File: src/rtl/wfa_pkg.sv
// Shared widths, diagonal-entry layout and extend FSM encoding for the
// wavefront extend/reduce pipeline.
package wfa_pkg;
    localparam int NUM_EXTEND    = 8;
    localparam int EXTEND_LEN    = 8;
    localparam int TILE_SIZE     = 512;
    localparam int LOG_TILE_SIZE = $clog2(TILE_SIZE);
    localparam int TB_ADDR       = 10;
    localparam int CHAR_WIDTH    = 2;
    localparam int FIFO_WIDTH    = 2*LOG_TILE_SIZE + TB_ADDR + 2;

    localparam int LEN_WIDTH     = LOG_TILE_SIZE + 1;
    localparam int REM_WIDTH     = LOG_TILE_SIZE + 2;
    localparam int CNT_WIDTH     = $clog2(EXTEND_LEN) + 1;
    localparam int LANE_CHARS_W  = EXTEND_LEN * CHAR_WIDTH;

    // Bit positions of each field inside one packed entry
    localparam int TBADDR_LSB    = 0;
    localparam int OFFSET_LSB    = TB_ADDR;
    localparam int K_LSB         = TB_ADDR + LOG_TILE_SIZE;
    localparam int VALID_BIT     = FIFO_WIDTH - 1;

    typedef struct packed {
        logic                       valid;
        logic [LOG_TILE_SIZE:0]     k;       // two's complement diagonal
        logic [LOG_TILE_SIZE-1:0]   offset;
        logic [TB_ADDR-1:0]         tbaddr;
    } diag_entry_t;

    typedef enum logic [1:0] {
        ST_IDLE    = 2'd0,
        ST_ISSUE   = 2'd1,
        ST_COMPARE = 2'd2,
        ST_HOLD    = 2'd3
    } ext_state_t;
endpackage

File: src/rtl/match_count.sv
// Per-lane extension length: leading matching characters, clipped by the
// remaining ref/query tile lengths and by EXTEND_LEN.
module match_count
    import wfa_pkg::*;
(
    input  logic [LANE_CHARS_W-1:0] ref_chars_i,
    input  logic [LANE_CHARS_W-1:0] qry_chars_i,
    input  logic [REM_WIDTH-1:0]    rem_r_i,
    input  logic [REM_WIDTH-1:0]    rem_q_i,
    output logic [CNT_WIDTH-1:0]    cnt_o
);
    logic [EXTEND_LEN-1:0] mismatch;
    logic [CNT_WIDTH-1:0]  match_len;
    logic [CNT_WIDTH-1:0]  lim_r;
    logic [CNT_WIDTH-1:0]  lim_q;
    logic [CNT_WIDTH-1:0]  lim;

    for (genvar gi = 0; gi < EXTEND_LEN; gi++) begin : g_cmp
        assign mismatch[gi] = ref_chars_i[gi*CHAR_WIDTH +: CHAR_WIDTH]
                           != qry_chars_i[gi*CHAR_WIDTH +: CHAR_WIDTH];
    end

    // Lowest mismatching index wins; no mismatch means a full-length match
    always_comb begin
        match_len = CNT_WIDTH'(EXTEND_LEN);
        for (int j = EXTEND_LEN - 1; j >= 0; j--) begin
            if (mismatch[j]) begin
                match_len = CNT_WIDTH'(j);
            end
        end
    end

    function automatic logic [CNT_WIDTH-1:0] clamp(input logic [REM_WIDTH-1:0] rem);
        if (rem[REM_WIDTH-1]) begin
            return '0;
        end
        if (rem >= REM_WIDTH'(EXTEND_LEN)) begin
            return CNT_WIDTH'(EXTEND_LEN);
        end
        return rem[CNT_WIDTH-1:0];
    endfunction

    assign lim_r = clamp(rem_r_i);
    assign lim_q = clamp(rem_q_i);
    assign lim   = (lim_r < lim_q) ? lim_r : lim_q;
    assign cnt_o = (match_len < lim) ? match_len : lim;
endmodule

File: src/rtl/extend_group.sv
// Extends a group of wavefront diagonals by repeated ref/query buffer reads
// and hands the finished group to the reduce stage.
module extend_group
    import wfa_pkg::*;
(
    input  logic                                clk,
    input  logic                                rst,
    input  logic                                new_score,
    input  logic [LEN_WIDTH-1:0]                ref_len,
    input  logic [LEN_WIDTH-1:0]                qry_len,
    input  logic                                in_valid,
    output logic                                in_ready,
    input  logic [FIFO_WIDTH*NUM_EXTEND-1:0]    in_data,
    output logic [LOG_TILE_SIZE*NUM_EXTEND-1:0] ref_addr,
    output logic [LOG_TILE_SIZE*NUM_EXTEND-1:0] qry_addr,
    input  logic [LANE_CHARS_W*NUM_EXTEND-1:0]  ref_data,
    input  logic [LANE_CHARS_W*NUM_EXTEND-1:0]  qry_data,
    output logic [NUM_EXTEND-1:0]               red_valid,
    output logic [FIFO_WIDTH*NUM_EXTEND-1:0]    red_offset,
    input  logic                                red_read
);
    ext_state_t                                    state_q, state_d;
    diag_entry_t [NUM_EXTEND-1:0]                  group_q, group_d;
    logic [NUM_EXTEND-1:0]                         lane_done_q, lane_done_d;
    logic [NUM_EXTEND-1:0][LOG_TILE_SIZE-1:0]      ref_addr_q, ref_addr_d;
    logic [NUM_EXTEND-1:0][LOG_TILE_SIZE-1:0]      qry_addr_q, qry_addr_d;
    logic                                          red_valid_q, red_valid_d;
    logic [NUM_EXTEND-1:0][CNT_WIDTH-1:0]          lane_cnt;

    for (genvar gi = 0; gi < NUM_EXTEND; gi++) begin : g_lane
        logic [REM_WIDTH-1:0] diag_pos;
        logic [REM_WIDTH-1:0] rem_r;
        logic [REM_WIDTH-1:0] rem_q;

        // Query position is offset - k, with k sign-extended
        assign diag_pos = {2'b00, group_q[gi].offset}
                        - {group_q[gi].k[LOG_TILE_SIZE], group_q[gi].k};
        assign rem_r    = {1'b0, ref_len} - {2'b00, group_q[gi].offset};
        assign rem_q    = {1'b0, qry_len} - diag_pos;

        match_count u_match (
            .ref_chars_i (ref_data[gi*LANE_CHARS_W +: LANE_CHARS_W]),
            .qry_chars_i (qry_data[gi*LANE_CHARS_W +: LANE_CHARS_W]),
            .rem_r_i     (rem_r),
            .rem_q_i     (rem_q),
            .cnt_o       (lane_cnt[gi])
        );
    end

    always_comb begin
        state_d     = state_q;
        group_d     = group_q;
        lane_done_d = lane_done_q;
        red_valid_d = red_valid_q;
        ref_addr_d  = ref_addr_q;
        qry_addr_d  = qry_addr_q;

        case (state_q)
            ST_IDLE: begin
                if (in_valid && in_ready) begin
                    group_d = in_data;
                    for (int i = 0; i < NUM_EXTEND; i++) begin
                        lane_done_d[i] = !group_d[i].valid;
                    end
                    state_d = ST_ISSUE;
                end
            end
            ST_ISSUE: begin
                state_d = ST_COMPARE;
            end
            ST_COMPARE: begin
                for (int i = 0; i < NUM_EXTEND; i++) begin
                    if (!lane_done_q[i]) begin
                        group_d[i].offset = group_q[i].offset
                            + {{(LOG_TILE_SIZE-CNT_WIDTH){1'b0}}, lane_cnt[i]};
                        lane_done_d[i] = lane_cnt[i] < CNT_WIDTH'(EXTEND_LEN);
                    end
                end
                if (&lane_done_d) begin
                    state_d     = ST_HOLD;
                    red_valid_d = 1'b1;
                end else begin
                    state_d     = ST_ISSUE;
                end
            end
            ST_HOLD: begin
                if (red_read) begin
                    red_valid_d = 1'b0;
                    state_d     = ST_IDLE;
                end
            end
            default: begin
                state_d = ST_IDLE;
            end
        endcase

        if (new_score) begin
            state_d     = ST_IDLE;
            red_valid_d = 1'b0;
            group_d     = '0;
            lane_done_d = '0;
        end

        // Addresses are loaded on entry to ISSUE and held through COMPARE
        if (state_d == ST_ISSUE) begin
            for (int i = 0; i < NUM_EXTEND; i++) begin
                ref_addr_d[i] = group_d[i].offset;
                qry_addr_d[i] = group_d[i].offset - group_d[i].k[LOG_TILE_SIZE-1:0];
            end
        end
    end

    always_ff @(posedge clk) begin
        if (!rst) begin
            state_q     <= ST_IDLE;
            group_q     <= '0;
            lane_done_q <= '0;
            red_valid_q <= 1'b0;
            ref_addr_q  <= '0;
            qry_addr_q  <= '0;
        end else begin
            state_q     <= state_d;
            group_q     <= group_d;
            lane_done_q <= lane_done_d;
            red_valid_q <= red_valid_d;
            ref_addr_q  <= ref_addr_d;
            qry_addr_q  <= qry_addr_d;
        end
    end

    // Holding off while red_read is high stops reduce consuming a group twice
    assign in_ready   = rst && (state_q == ST_IDLE) && !red_read;
    assign red_valid  = {NUM_EXTEND{red_valid_q}};
    assign red_offset = group_q;
    assign ref_addr   = ref_addr_q;
    assign qry_addr   = qry_addr_q;
endmodule

File: config.mk
export PLATFORM = sky130hd
export DESIGN_NAME = extend_group
export DESIGN_NICKNAME = d
export VERILOG_FILES = /design/src/rtl/wfa_pkg.sv /design/src/rtl/match_count.sv /design/src/rtl/extend_group.sv
export SDC_FILE = /design/constraint.sdc
export NUM_CORES = 2
export LEC_CHECK = 0
export CORE_AREA = 5 5 356 358
export CTS_CLUSTER_SIZE = 40
export DETAILED_ROUTE_END_ITERATION = 10
export DIE_AREA = 0 0 361 363
export GPL_ROUTABILITY_DRIVEN = 0
export GPL_TIMING_DRIVEN = 0
export PLACE_DENSITY = 0.59
export SYNTH_ARGS = -nofsm -noshare
export SYNTH_HDL_FRONTEND = slang
export SYNTH_SLANG_ARGS = --single-unit
File: constraint.sdc
create_clock -name clk -period 27.8 [get_ports clk]
set_clock_uncertainty 0.15 [all_clocks]
set_input_delay 5.56 -clock clk [delete_from_list [all_inputs] [get_ports clk]]
set_output_delay 5.56 -clock clk [all_outputs]
set_load 0.01 [all_outputs]
==> impl_summary.txt <==
----------------------------------------------------
[Min path]
  Hold path cells ... 2
  Worst hold path type ... reg -> reg
  Worst min-delay path endpoint ... red_offset[99]$_SDFFE_PP0P_
  Hold_sp ... red_offset[99]$_SDFFE_PP0P_

[Synthesis]
  Seq/Total Area, Yosys ... 0.2303
  Number of distinct library cell variants in the gate-level netlist after synthesis ... 96
  Cell area after synthesis ... approximately 34000 um^2
  Synth area leaders ... dfxtp_1, ha_1, nand2_1
  Synth warnings ... 0
  Most used DFF post-synth ... dfxtp_1
  Area share of the leading cell type in the synthesized netlist ... 0.2303
  Share of flip-flops with an asynchronous set or reset after synthesis ... 0
  EDFF count, synth ... 0
  Post-synthesis average cell area ... 7.517 um^2
  Net count after synthesis ... 5507
  Post-synth top area cell ... dfxtp_1
  Syn Inst Count ... ~4600
  Synth Register Bits ... about 400

[Die]
  Top Ports ... about 900
  Die Area ... 131000 um^2
  Area of the core ... 123000 um^2
  Height of the chip ... roughly 360 um
  Standard-cell rows ... 129
  Chip Width ... 361 um
  Initial Util ... 0.2792

[Route]
  Via count ... between 30000 and 40000
  Count of antenna-violating nets left after detailed routing ... 0
  Number of vias per cell after detailed routing ... 5.365
  DR pass1 iterations ... 8
  DR DRC count ... 0
  Final routed wirelength across all metal layers ... 200300 um
  Violation count after the first detailed-routing iteration ... 4001
  Wire length per cell ... 27.71 um

[Clock network]
  Total CTS buffers ... 48
  CTS root buf ... clkbuf_16
  Max H-tree Level ... 2
  Number of buffers inserted to repair setup after CTS ... 0
  Resized Gates After CTS ... 0
  CTS tree ... yes
  Maximum clock insertion buffer count ... 3
  Clock-pin slew on the worst setup and hold paths ... 60 ps
  Clock latency reported for the late side of the worst-skew pair ... 650 ps
  Clock Sink Count ... 395
  Post-CTS Hold Buffers ... 0

[Worst setup path]
  Number of cells on the worst reg-to-reg path ... 38
  Reg2reg end ... qry_addr[53]$_SDFFE_PN0N_
  Source of the worst register-to-register timing path ... red_offset[169]$_SDFF_PN0_
  Highest cell delay on the worst timing path ... 870 ps
  Critical Path AT ... 16280 ps
  Crit-path slowest cell ... inv_1
  Critical path required time ... roughly 28000 ps
  Setup Crit Path Kind ... in -> reg
  Register-to-Register Setup Slack ... 17580 ps
  Largest driver fanout on the critical path ... 8
  Most repeated library cell on the critical path ... a21o_1
  Capturing element type of the critical path ... register
  Setup crit start kind ... primary input

[STA]
  Number of max-slew violations in the final report ... 0
  Post-layout min period ... 15870 ps
  Worst-Margin Slew ... 1383 ps
  Final-report setup violation count ... 0
  Setup repair after global routing missed its margin ... no
  Setup slack of the critical path after layout ... around 12000 ps
  Setup TNS Final ... 0 ps
  Final period utilization ... 0.5710
  Headroom to the max-slew limit ... 0.06980
  Minimum hold slack ... 301.7 ps
  Final Hold Fails ... 0
  Maximum achievable frequency ... ~63 MHz

[Placed design]
  Setup WS pre-CTS ... 11060 ps
  Buffers added on ports ... ~910
  Half-perimeter wire length after detailed placement ... 166600 um

[Global route]
  Grt ovf ... 0
  Wire length of the first global-routing pass ... 271500 um
  Vias in the first global route ... 36295
  Met1 routing resource usage after global routing ... 0.3556
  Antenna violations before repair ... 27
  Busiest grt layer ... met2
  Met2 capacity usage during global routing ... 0.4459
  Pin count of the biggest net entering global routing ... 17
  Met3 Track Usage GR ... 0.1025
  All-layer global routing usage ... 0.2872

[Cells and area]
  Area added between synthesis and finish ... 37.72%
  Fraction of layout instances using a drive strength above 1 ... 0.03463
  Number of nets in the finished design ... 6474

[Pwr]
  Sequential cell fraction of total power ... 0.311
  Pwr/cell area ... ~40 nW/um^2
  Leak ... 0.01795 uW
  Net switching component of the power ... 660.4 uW
  Maximum vdd drop ... around 0.048 mV
  Cell internal pwr ... 1231 uW
  Power share of the combinational group ... 0.320
  Clock network fraction of design power ... 0.369
  Switching fraction of total power ... 0.3491

[Status]
  Run status ... finished clean

[Flow run]
  Max-capacitance violation count ... 0

----------------------------------------------------
[sequential cells by signal (all words and copies together) (netlist names)]
signal,flops
ref_addr,72
red_valid_q,1
red_offset,240
state_q,2
lane_done_q,8
qry_addr,72
[worst max path at each step]
stage	to	slack, ps	startpoint
floorplan	qry_addr[62]$_SDFFE_PN0N_	14020	qry_len[1]
global placement	qry_addr[71]$_SDFFE_PN0N_	10990	qry_len[3]
detailed placement	qry_addr[62]$_SDFFE_PN0N_	11060	qry_len[1]
CTS	qry_addr[62]$_SDFFE_PN0N_	11650	qry_len[1]
global route	qry_addr[62]$_SDFFE_PN0N_	11460	qry_len[1]
finish	qry_addr[62]$_SDFFE_PN0N_	11930	qry_len[1]
[final cells by class]
| class | count | area, um^2 |
|---|---|---|
| fillers | 12785 | 75700 |
| clock inverters | 31 | 409.1 |
| diodes | 16 | 40.04 |
| plain buffers | 194 | 797.0 |
| well taps | 1637 | 2048 |
| inverters | 477 | 1790 |
| multi-input cells | 3502 | 23860 |
| repair buffers | 917 | 9161 |
| clock buffers | 57 | 1275 |
| flip-flops and latches | 395 | 7908 |
[placed cells by master (no fill, tap or decap), types with 29 or more instances in the layout]
| cell type | instances |
|---|---|
| nand4_1 | 50 |
| clkbuf_16 | 48 |
| a211oi_1 | 46 |
| a31oi_1 | 51 |
| inv_1 | 476 |
| mux2i_1 | 33 |
| and3_1 | 36 |
| clkbuf_1 | 144 |
| nand2b_1 | 31 |
| nor3_1 | 108 |
| a21oi_1 | 440 |
| nand3_1 | 62 |
| o21a_1 | 50 |
| nor2_1 | 305 |
| fa_1 | 96 |
| ha_1 | 322 |
| clkdlybuf4s50_1 | 911 |
| or3_1 | 29 |
| nor2b_1 | 77 |
| xnor2_1 | 166 |
| dfxtp_1 | 395 |
| nand2_1 | 696 |
| a21o_1 | 138 |
| nor4_1 | 35 |
| and2_1 | 66 |
| xor2_1 | 49 |
| o21ai_0 | 167 |
[cells by family (layout without fill, tap and decap cells)]
logic type	Yosys count	in the layout	share of synthesized area
muxes	65	65	0.02011
xor gates and xnor gates	220	220	0.05826
buffers and inverters	671	1676	0.07535
AOI/OAI and AO/OA	1188	1188	0.2221
other	0	16	0
adders and majority gates	418	418	0.1733
DFF	395	395	0.2303
and+or+nand+nor	1611	1611	0.2206
[per-stage QoR]
step	instance area, um^2	total power (uW)	cells	utilization
2_1_floorplan	34340	945.4	4568	-
3_3_place_gp	45510	1184	7117	0.3701
3_5_place_dp	45550	1191	7121	0.3703
4_1_cts	47230	1883	7209	0.3840
5_1_grt	47250	1964	7212	0.3842
6_report	47290	1892	7226	0.3845
[worst max-delay path: cells and delay by family]
family                     cells  cell delay (ps)
and+or+nand+nor                9             1800
AOI/OAI and AO/OA             16             4050
adders and majority gates      6             2420
muxes                          1              400
xor gates and xnor gates       2              570
buffers and inverters          4             1430
[metal layers]
layer,wire (um),share of wire
met2,86080,0.43
met3,23490,0.12
met1,79230,0.40
met5,87,0.00043
met4,11360,0.057
[power groups by stage]
| stage | logic (uW) | clock network [uW] | registers [uW] |
|---|---|---|---|
| after floorplan | 347 | 0 | 599 |
| after global placement | 584 | 0 | 599 |
| after detailed placement | 591 | 0 | 600 |
| after CTS | 595 | 701 | 587 |
| after global routing | 654 | 722 | 588 |
| final | 606 | 698 | 588 |
[Yosys cell counts, drive strengths merged (18+ instances only)]
library cell / count
ha: 322
a21boi: 18
and2: 67
o21ai: 179
o21a: 50
mux2i: 33
and3: 36
a2111oi: 24
xnor2: 166
inv: 477
nand4: 50
xor2: 49
nand2b: 31
buf: 54
nor2b: 77
o211ai: 20
a22oi: 23
nor3b: 27
or3: 29
dfxtp: 395
nand2: 696
a31oi: 51
nor3: 108
a211oi: 48
nor4: 41
a21oi: 440
clkbuf: 140
nand3b: 25
fa: 96
nor2: 305
o22ai: 21
a21o: 138
mux2: 32
nand3: 62
(Power assumes the default switching activity.)
